### src/rtl/fast_cmd_gen.sv
// fast_cmd_gen: 40 MHz BX counter with orbit sync, and an L1A generator with spacing and counters.
// Define FAST_CMD_EXT_ORBIT_EN to add orbit_sync_in, which realigns the BX counter to an external orbit.
`timescale 1ns/1ps
module fast_cmd_gen #(
  parameter int BX_PER_ORBIT = 3564
) (
  input  logic        clk40,
  input  logic        rst,
  input  logic        enable,
  input  logic [1:0]  l1a_mode,
  input  logic        l1a_request,
  input  logic [15:0] l1a_period,
  input  logic [11:0] l1a_bx,
  input  logic [7:0]  min_spacing,
  input  logic        count_clear,
`ifdef FAST_CMD_EXT_ORBIT_EN
  input  logic        orbit_sync_in,
`endif
  output logic [11:0] bx_count,
  output logic        orbit_sync,
  output logic        l1a_out,
  output logic        l1a_pending,
  output logic [31:0] l1a_count,
  output logic [15:0] l1a_dropped
);

  typedef enum logic [1:0] {
    MODE_OFF       = 2'd0,
    MODE_SOFTWARE  = 2'd1,
    MODE_PERIODIC  = 2'd2,
    MODE_BX_LOCKED = 2'd3
  } mode_t;

  localparam logic [11:0] BX_LAST  = 12'(BX_PER_ORBIT - 1);
  localparam logic [12:0] BX_LIMIT = 13'(BX_PER_ORBIT);

  mode_t       mode;
  logic        running;
  logic        orbit_restart;
  logic [15:0] period_cnt;
  logic [7:0]  holdoff;

  logic [11:0] bx_next;
  logic        cand_sw;
  logic        cand_periodic;
  logic        cand_bx;
  logic        issue;
  logic        drop;
  logic [15:0] period_next;
  logic [7:0]  holdoff_next;
  logic        pending_next;

  assign mode = mode_t'(l1a_mode);

`ifdef FAST_CMD_EXT_ORBIT_EN
  logic orbit_in_q;
  logic orbit_rise_q;

  // One-flop edge detect; the registered rise restarts the orbit on the following edge.
  always_ff @(posedge clk40 or posedge rst) begin
    if (rst) begin
      orbit_in_q   <= 1'b0;
      orbit_rise_q <= 1'b0;
    end else begin
      orbit_in_q   <= orbit_sync_in;
      orbit_rise_q <= orbit_sync_in & ~orbit_in_q;
    end
  end

  assign orbit_restart = orbit_rise_q;
`else
  assign orbit_restart = 1'b0;
`endif

  // Everything is decided on the next BX value so l1a_out and orbit_sync line up with bx_count.
  always_comb begin
    bx_next = 12'd0;
    if (enable && running && !orbit_restart && (bx_count != BX_LAST))
      bx_next = bx_count + 12'd1;

    cand_sw       = (mode == MODE_SOFTWARE) && l1a_pending;
    cand_periodic = (mode == MODE_PERIODIC) && (l1a_period != 16'd0) &&
                    (period_cnt == (l1a_period - 16'd1));
    cand_bx       = (mode == MODE_BX_LOCKED) && ({1'b0, l1a_bx} < BX_LIMIT) &&
                    (bx_next == l1a_bx);

    issue = enable && (cand_sw || cand_periodic || cand_bx) && (holdoff == 8'd0);
    drop  = enable && (cand_periodic || cand_bx) && (holdoff != 8'd0);

    period_next = 16'd0;
    if (enable && (mode == MODE_PERIODIC) && (l1a_period != 16'd0) &&
        (period_cnt < (l1a_period - 16'd1)))
      period_next = period_cnt + 16'd1;

    holdoff_next = 8'd0;
    if (enable) begin
      if (issue)
        holdoff_next = min_spacing;
      else if (holdoff != 8'd0)
        holdoff_next = holdoff - 8'd1;
    end

    // A request in the issuing cycle re-arms; leaving software mode drops the request.
    pending_next = enable && (mode == MODE_SOFTWARE) &&
                   (l1a_request || (l1a_pending && !issue));
  end

  always_ff @(posedge clk40 or posedge rst) begin
    if (rst) begin
      running     <= 1'b0;
      bx_count    <= 12'd0;
      orbit_sync  <= 1'b0;
      l1a_out     <= 1'b0;
      l1a_pending <= 1'b0;
      period_cnt  <= 16'd0;
      holdoff     <= 8'd0;
    end else begin
      running     <= enable;
      bx_count    <= bx_next;
      orbit_sync  <= enable && (bx_next == 12'd0);
      l1a_out     <= issue;
      l1a_pending <= pending_next;
      period_cnt  <= period_next;
      holdoff     <= holdoff_next;
    end
  end

  // A clear takes priority over an increment landing in the same cycle.
  always_ff @(posedge clk40 or posedge rst) begin
    if (rst) begin
      l1a_count   <= 32'd0;
      l1a_dropped <= 16'd0;
    end else if (count_clear) begin
      l1a_count   <= 32'd0;
      l1a_dropped <= 16'd0;
    end else begin
      if (issue)
        l1a_count <= l1a_count + 32'd1;
      if (drop && (l1a_dropped != 16'hFFFF))
        l1a_dropped <= l1a_dropped + 16'd1;
    end
  end

endmodule

### config.mk
export PLATFORM = sky130hd
export DESIGN_NAME = fast_cmd_gen
export DESIGN_NICKNAME = d
export VERILOG_FILES = /design/src/rtl/fast_cmd_gen.sv
export SDC_FILE = /design/constraint.sdc
export NUM_CORES = 1
export LEC_CHECK = 0
export BUFFER_PORTS_ARGS = -buffer_cell sky130_fd_sc_hd__buf_2
export CAP_MARGIN = 10
export CELL_PAD_IN_SITES_DETAIL_PLACEMENT = 1
export CELL_PAD_IN_SITES_GLOBAL_PLACEMENT = 1
export CORE_ASPECT_RATIO = 0.6
export CORE_MARGIN = 4
export CORE_UTILIZATION = 38
export DETAILED_ROUTE_END_ITERATION = 12
export MAX_ROUTING_LAYER = met4
export PLACE_DENSITY = 0.86
export SETUP_SLACK_MARGIN = 0.05
export SYNTH_ARGS = -nofsm -noshare
export SYNTH_HDL_FRONTEND = slang
export SYNTH_SLANG_ARGS = --single-unit
### constraint.sdc
create_clock -name clk40 -period 2.94 [get_ports clk40]
set_input_delay 0.441 -clock clk40 [delete_from_list [all_inputs] [get_ports clk40]]
set_output_delay 0.441 -clock clk40 [all_outputs]
set_load 0.01 [all_outputs]
After elaboration in Yosys (flattened, before gate mapping)
Index checks and enable logic that the tools add are counted.
{"block": "word_totals", "ff_bits": 88, "ramBits": 0, "out_inout_bits": 63, "n_memories": 0, "wordCells": 63, "input_bits": 43, "latchBits": 0, "romBits": 0}
{"block": "classes", "n_eq_ne": 7, "n_bitwise": 0, "reduce_logical": 30, "order_cmp": 2, "n_shift": 0, "n_addsub": 6, "div_mod_pow": 0, "n_mul": 0, "n_mux": 9}
{"operator": "32-bit two-way mux", "n": 2}
{"operator": "16-bit two-way mux", "n": 3}
{"operator": "16-bit by 1-bit adder with 16-bit output (second input constant)", "n": 2}
{"operator": "32-bit by 1-bit adder with 32-bit output (second input constant)", "n": 1}
{"operator": "8-bit two-way mux", "n": 3}
{"operator": "1-bit logical AND", "n": 19}
{"operator": "16-bit equality test", "n": 1}
{"operator": "16-bit < comparator", "n": 1}
{"operator": "16-bit inequality test (second input constant)", "n": 1}
{"operator": "16-bit nonzero test", "n": 1}
{"operator": "16-bit by 1-bit subtractor with 16-bit output (second input constant)", "n": 1}
{"operator": "12-bit by 1-bit adder with 12-bit output (second input constant)", "n": 1}
{"operator": "12-bit equality test", "n": 1}
{"operator": "12-bit logical NOT", "n": 1}
{"operator": "12-bit < comparator (second input constant)", "n": 1}
{"operator": "12-bit two-way mux", "n": 1}
{"operator": "12-bit inequality test (second input constant)", "n": 1}
{"operator": "8-bit logical NOT", "n": 1}
{"operator": "8-bit nonzero test", "n": 1}
{"operator": "8-bit by 1-bit subtractor with 8-bit output (second input constant)", "n": 1}
{"operator": "2-bit equality test (second input constant)", "n": 2}
{"operator": "1-bit logical OR", "n": 4}
{"operator": "2-bit nonzero test", "n": 2}
{"operator": "2-bit by 1-bit equality test with 1-bit output (second input constant)", "n": 1}
{"operator": "1-bit logical NOT", "n": 1}

Longest topological paths before layout
{"block": "logic_depth", "word_depth": 12, "ltp_mapped": 16}

Worst setup path before layout
No wires, ideal clock.
{"block": "synth_path", "path_type": "input port to flip-flop", "from": "input port l1a_period[2]", "to": "register l1a_count[23]", "t_arrival_ns": 3.468, "setup_slack_ns": -0.656, "required_time_ns": 2.813, "cell_stages": 14, "n_path_buf": 0, "path_cell_list": "nor4_1 > nand2_1 > or4_1 > nor2_1 > nand2_1 > xor2_1 > ha_1 > nand4_1 > nor2_1 > nand3b_1 > o41ai_2 > nor2_2 > or4_1 > mux2_1"}
{"block": "synth_via", "elab_chain_len": 8, "word_cells_on_any_way": 10, "cone_classes": "add/sub (1); eq/ne (1); reduce/logical (8)"}
{"element": "start, declared", "line_no": "12", "rtl": "input logic [15:0] l1a_period,"}
{"element": "16-bit by 1-bit subtractor with 16-bit output / 16-bit nonzero test (equally long branches)", "line_no": "83, 82"}
{"element": "16-bit equality test / 1-bit logical AND (equally long branches)", "line_no": "83, 82"}
{"element": "1-bit logical AND *", "line_no": "82", "rtl": "cand_periodic = (mode == MODE_PERIODIC) && (l1a_period != 16'd0) &&"}
{"element": "1-bit logical OR * (2 in a row)", "line_no": "87", "rtl": "issue = enable && (cand_sw || cand_periodic || cand_bx) && (holdoff == 8'd0);"}
{"element": "1-bit logical AND * (2 in a row)", "line_no": "87"}
{"element": "2-bit nonzero test (no line) *"}
{"element": "end signal, assigned", "line_no": "138", "rtl": "l1a_count <= l1a_count + 32'd1;"}
{"element": "end, declared", "line_no": "23", "rtl": "output logic [31:0] l1a_count,"}
Mark *: on every way between the ends. The rest lies on a longest branch, timed or not.
A chain may end at the register's enable or synchronous reset.

Worst setup path after layout
{"block": "layout_path", "from": "input port l1a_period[4]", "to": "register l1a_count[6]"}
Same word-level chain as after synthesis.

==> results by group <==
Timing
  – Setup violations, final: 73
  – Period utilization: 119%
  – Fmax: 0.287 GHz
  – Slew @ Worst Pin: 1.22 ns
  – Clock Skews: 0.0126 ns
  – Max-slew headroom: 18.2%
  – PnR worst setup slack: -0.547 ns
  – Fin. max-slew vios: 0
  – Final Critical Period: 3.49 ns
  – RSZ-0062 raised after global routing: true
  – TNS Setup: -24.67 ns
  – Final hold vios: 0

Layout
  – Layout Utilization: 56.2%
  – Area grow syn2layout: 44.6%
  – Most frequent cells in the layout: buf_4, buf_2, dfrtp_1
  – Multi-input logic area: 3690 um^2
  – Register area: 2200 um^2
  – Share of cells above drive strength 1: 40.7%
  – Fill count: 1681
  – Ant. Diodes: 0
  – Most common cell after layout, fill and taps aside: buf_4
  – NumNets Final: 920

Global route
  – Initial antenna violation count: 0
  – Vias in the first global route: 6580
  – GR Util All Layers: 27.7%
  – Grt met2 use: 45.9%
  – First-pass GRT wire length: 35400 um
  – Grt met1 use: 34.4%
  – Gr ovfl total: 0
  – Met3 usage: 5.27%
  – Busiest layer in global routing: met2
  – Largest net degree at the start of global routing: 56

Worst setup path
  – Path type of the worst setup path: in -> reg
  – Worst r2r path cells: 12
  – CP endpoint kind: register
  – Critical Path AT: 3.73 ns
  – CP Launch Type: primary input
  – Crit Path Max Fanout: 10
  – Required time of the critical path: 3.18 ns

Placed design
  – Final HPWL DP: 15900 um
  – Final RePlAce weighted congestion: 0.949
  – Pre-CTS WS: -0.908 ns
  – Port bufs: 105

Synth
  – Cell count after synthesis: 633
  – Ys flop type: dfrtp_1
  – Mapped cell area: 5660 um^2
  – EDFF count, synth: 0
  – FFs w/ async S/R, synth: 100%
  – Average cell area after synthesis: 8.94 um^2
  – Synth cell types: 64
  – FF+latch count, synth: 88
  – Post-Syn Nets: 700
  – Register area share after synthesis: 38.9%
  – Synth warn: 0

Status
  – Failing checks: setup timing
  – Status: complete, but fails checks

Route
  – Final ANT Viol Nets: 0
  – First-pass DRT Iterations: 6
  – DR WL/cell: 22.4 um
  – Initial DRC Count: 476
  – DRC: 0
  – Vias: 6140
  – Final WL: 23600 um
  – Vias per inst: 5.83

Floorplanning
  – Die height: 103 um
  – # IOs: 106
  – Row Count: 34
  – Starting density of the core: 38.9%
  – Core area: 14500 um^2
  – Die area: 17000 um^2
  – Die W: 166 um

Hold path
  – Hold crit path type: in -> async

Power
  – Internal power: 2.46 mW
  – Peak supply drop: 0.293 mV
  – Comb power frac: 20.9%
  – Tot Pwr: 3.40 mW
  – Clock Power Share: 41.0%
  – Power per cell area: 415 nW/um^2
  – Leakage: 3.71 nW
  – Seq pwr share: 38.2%
  – Switching Share: 27.7%
  – Psw: 0.940 mW

Clock tree
  – Hold_buf cts: 0
  – TritonCTS buffer count: 9
  – Htree depth: 3
  – Clock-pin slew on the worst setup and hold paths: 0.07 ns
  – Clk Latency, worst-skew pair: 0.35 ns
  – CTS root buf: clkbuf_16
  – Maximum buffer depth of the clock tree: 2
  – Clk sinks: 88
  – CTS tree: yes

Flow run
  – Max_cap viols: 0
[registers in the layout (all words and copies together) (netlist names)]
signal	flops
l1a_count	32
orbit_sync	1
holdoff	8
l1a_pending	1
l1a_out	1
bx_count	12
l1a_dropped	16
period_cnt	16
running	1
[metrics by stage]
| step | cells | hold WS (ns) | cell area [um^2] |
|---|---|---|---|
| finish | 1053 | 0.203 | 8180 |
| global route | 1053 | 0.272 | 8180 |
| CTS | 1052 | 0.226 | 7970 |
| detailed placement | 1023 | 0.510 | 7230 |
| global placement | 1023 | 0.491 | 7230 |
| floorplan | 633 | 0.460 | 5730 |
[repair_timing]
| action | CTS | global route |
|---|---|---|
| gates cloned | 1 | 0 |
| endpoints found under the hold margin | 0 | 0 |
| pin swaps | 28 | 28 |
| resized for setup | 69 | 52 |
| endpoints found under the setup margin | 73 | 73 |
| buffers inserted | 17 | 8 |
[per-layer routing]
metal,vias to the layer above,part of all wire (%)
met5,-,0
met1,3141,44
li1,2735,-
met3,52,4.8
met4,0,2.7
met2,212,49
[layout make-up]
cell class / count / share of cell area (%)
clock buffer: 9 / 2.75
timing repair buffer: 233 / 19.5
inverter: 23 / 1.22
clock inverter: 4 / 1.47
multi-input combinational: 498 / 45.1
sequential: 88 / 27.0
tap: 198 / 3.03
[synthesized netlist by cell type, types with 11 or more instances]
master     n  area, um^2
dfrtp_1   88        2200
nor2_1    73         274
nand2_1   48         180
a21oi_1   35         175
nand3_1   31         155
xor2_1    30         263
xnor2_1   29         254
nand4_1   27         169
ha_1      24         300
inv_1     22        82.6
o21ai_0   21         105
clkbuf_1  17        63.8
or4_1     17         128
nor3_1    16        80.1
or3_1     12        75.1
nor2b_1   11        68.8
[power groups by stage]
stage	Sequential, mW	Clock, mW	Combinational, mW
after floorplan	1.31	0	0.356
after global placement	1.31	0	0.610
after detailed placement	1.32	0	0.648
after CTS	1.30	1.40	0.670
after global routing	1.30	1.45	0.771
final	1.30	1.39	0.709
[worst paths after layout]
path,startpoint,to,slack (ns)
worst max-delay path,l1a_period[4],l1a_count[6],-0.55
worst min-delay path,rst,holdoff[4],0.20
worst max register to register,bx_count[2],l1a_count[6],-0.50
worst min register to register,holdoff[0],holdoff[0],0.51
max in group asynchronous,rst,bx_count[2],2.00
min in group clk40,min_spacing[4],holdoff[4],0.30
[worst max-delay path: stages]
cell      delay (ns)
buf_8           0.10
nor4_4          0.28
nand2_1         0.11
or4_4           0.48
nor2_4          0.14
nand2_2         0.07
xor2_1          0.17
ha_1            0.30
nand4_1         0.16
nor2_2          0.17
nand3b_1        0.16
o41ai_4         0.11
buf_6           0.21
o21bai_4        0.12
or4b_1          0.50
a21oi_1         0.18
[cell families after synthesis]
group | after synthesis | share of synthesized area, %
simple gates | 296 | 28.2
fa+ha+maj | 24 | 5.31
xor+xnor | 60 | 9.55
buf+inv | 47 | 3.52
flops | 88 | 38.9
mux | 10 | 1.88
compound gates | 108 | 12.6
Power figures use the tool's default switching activity.
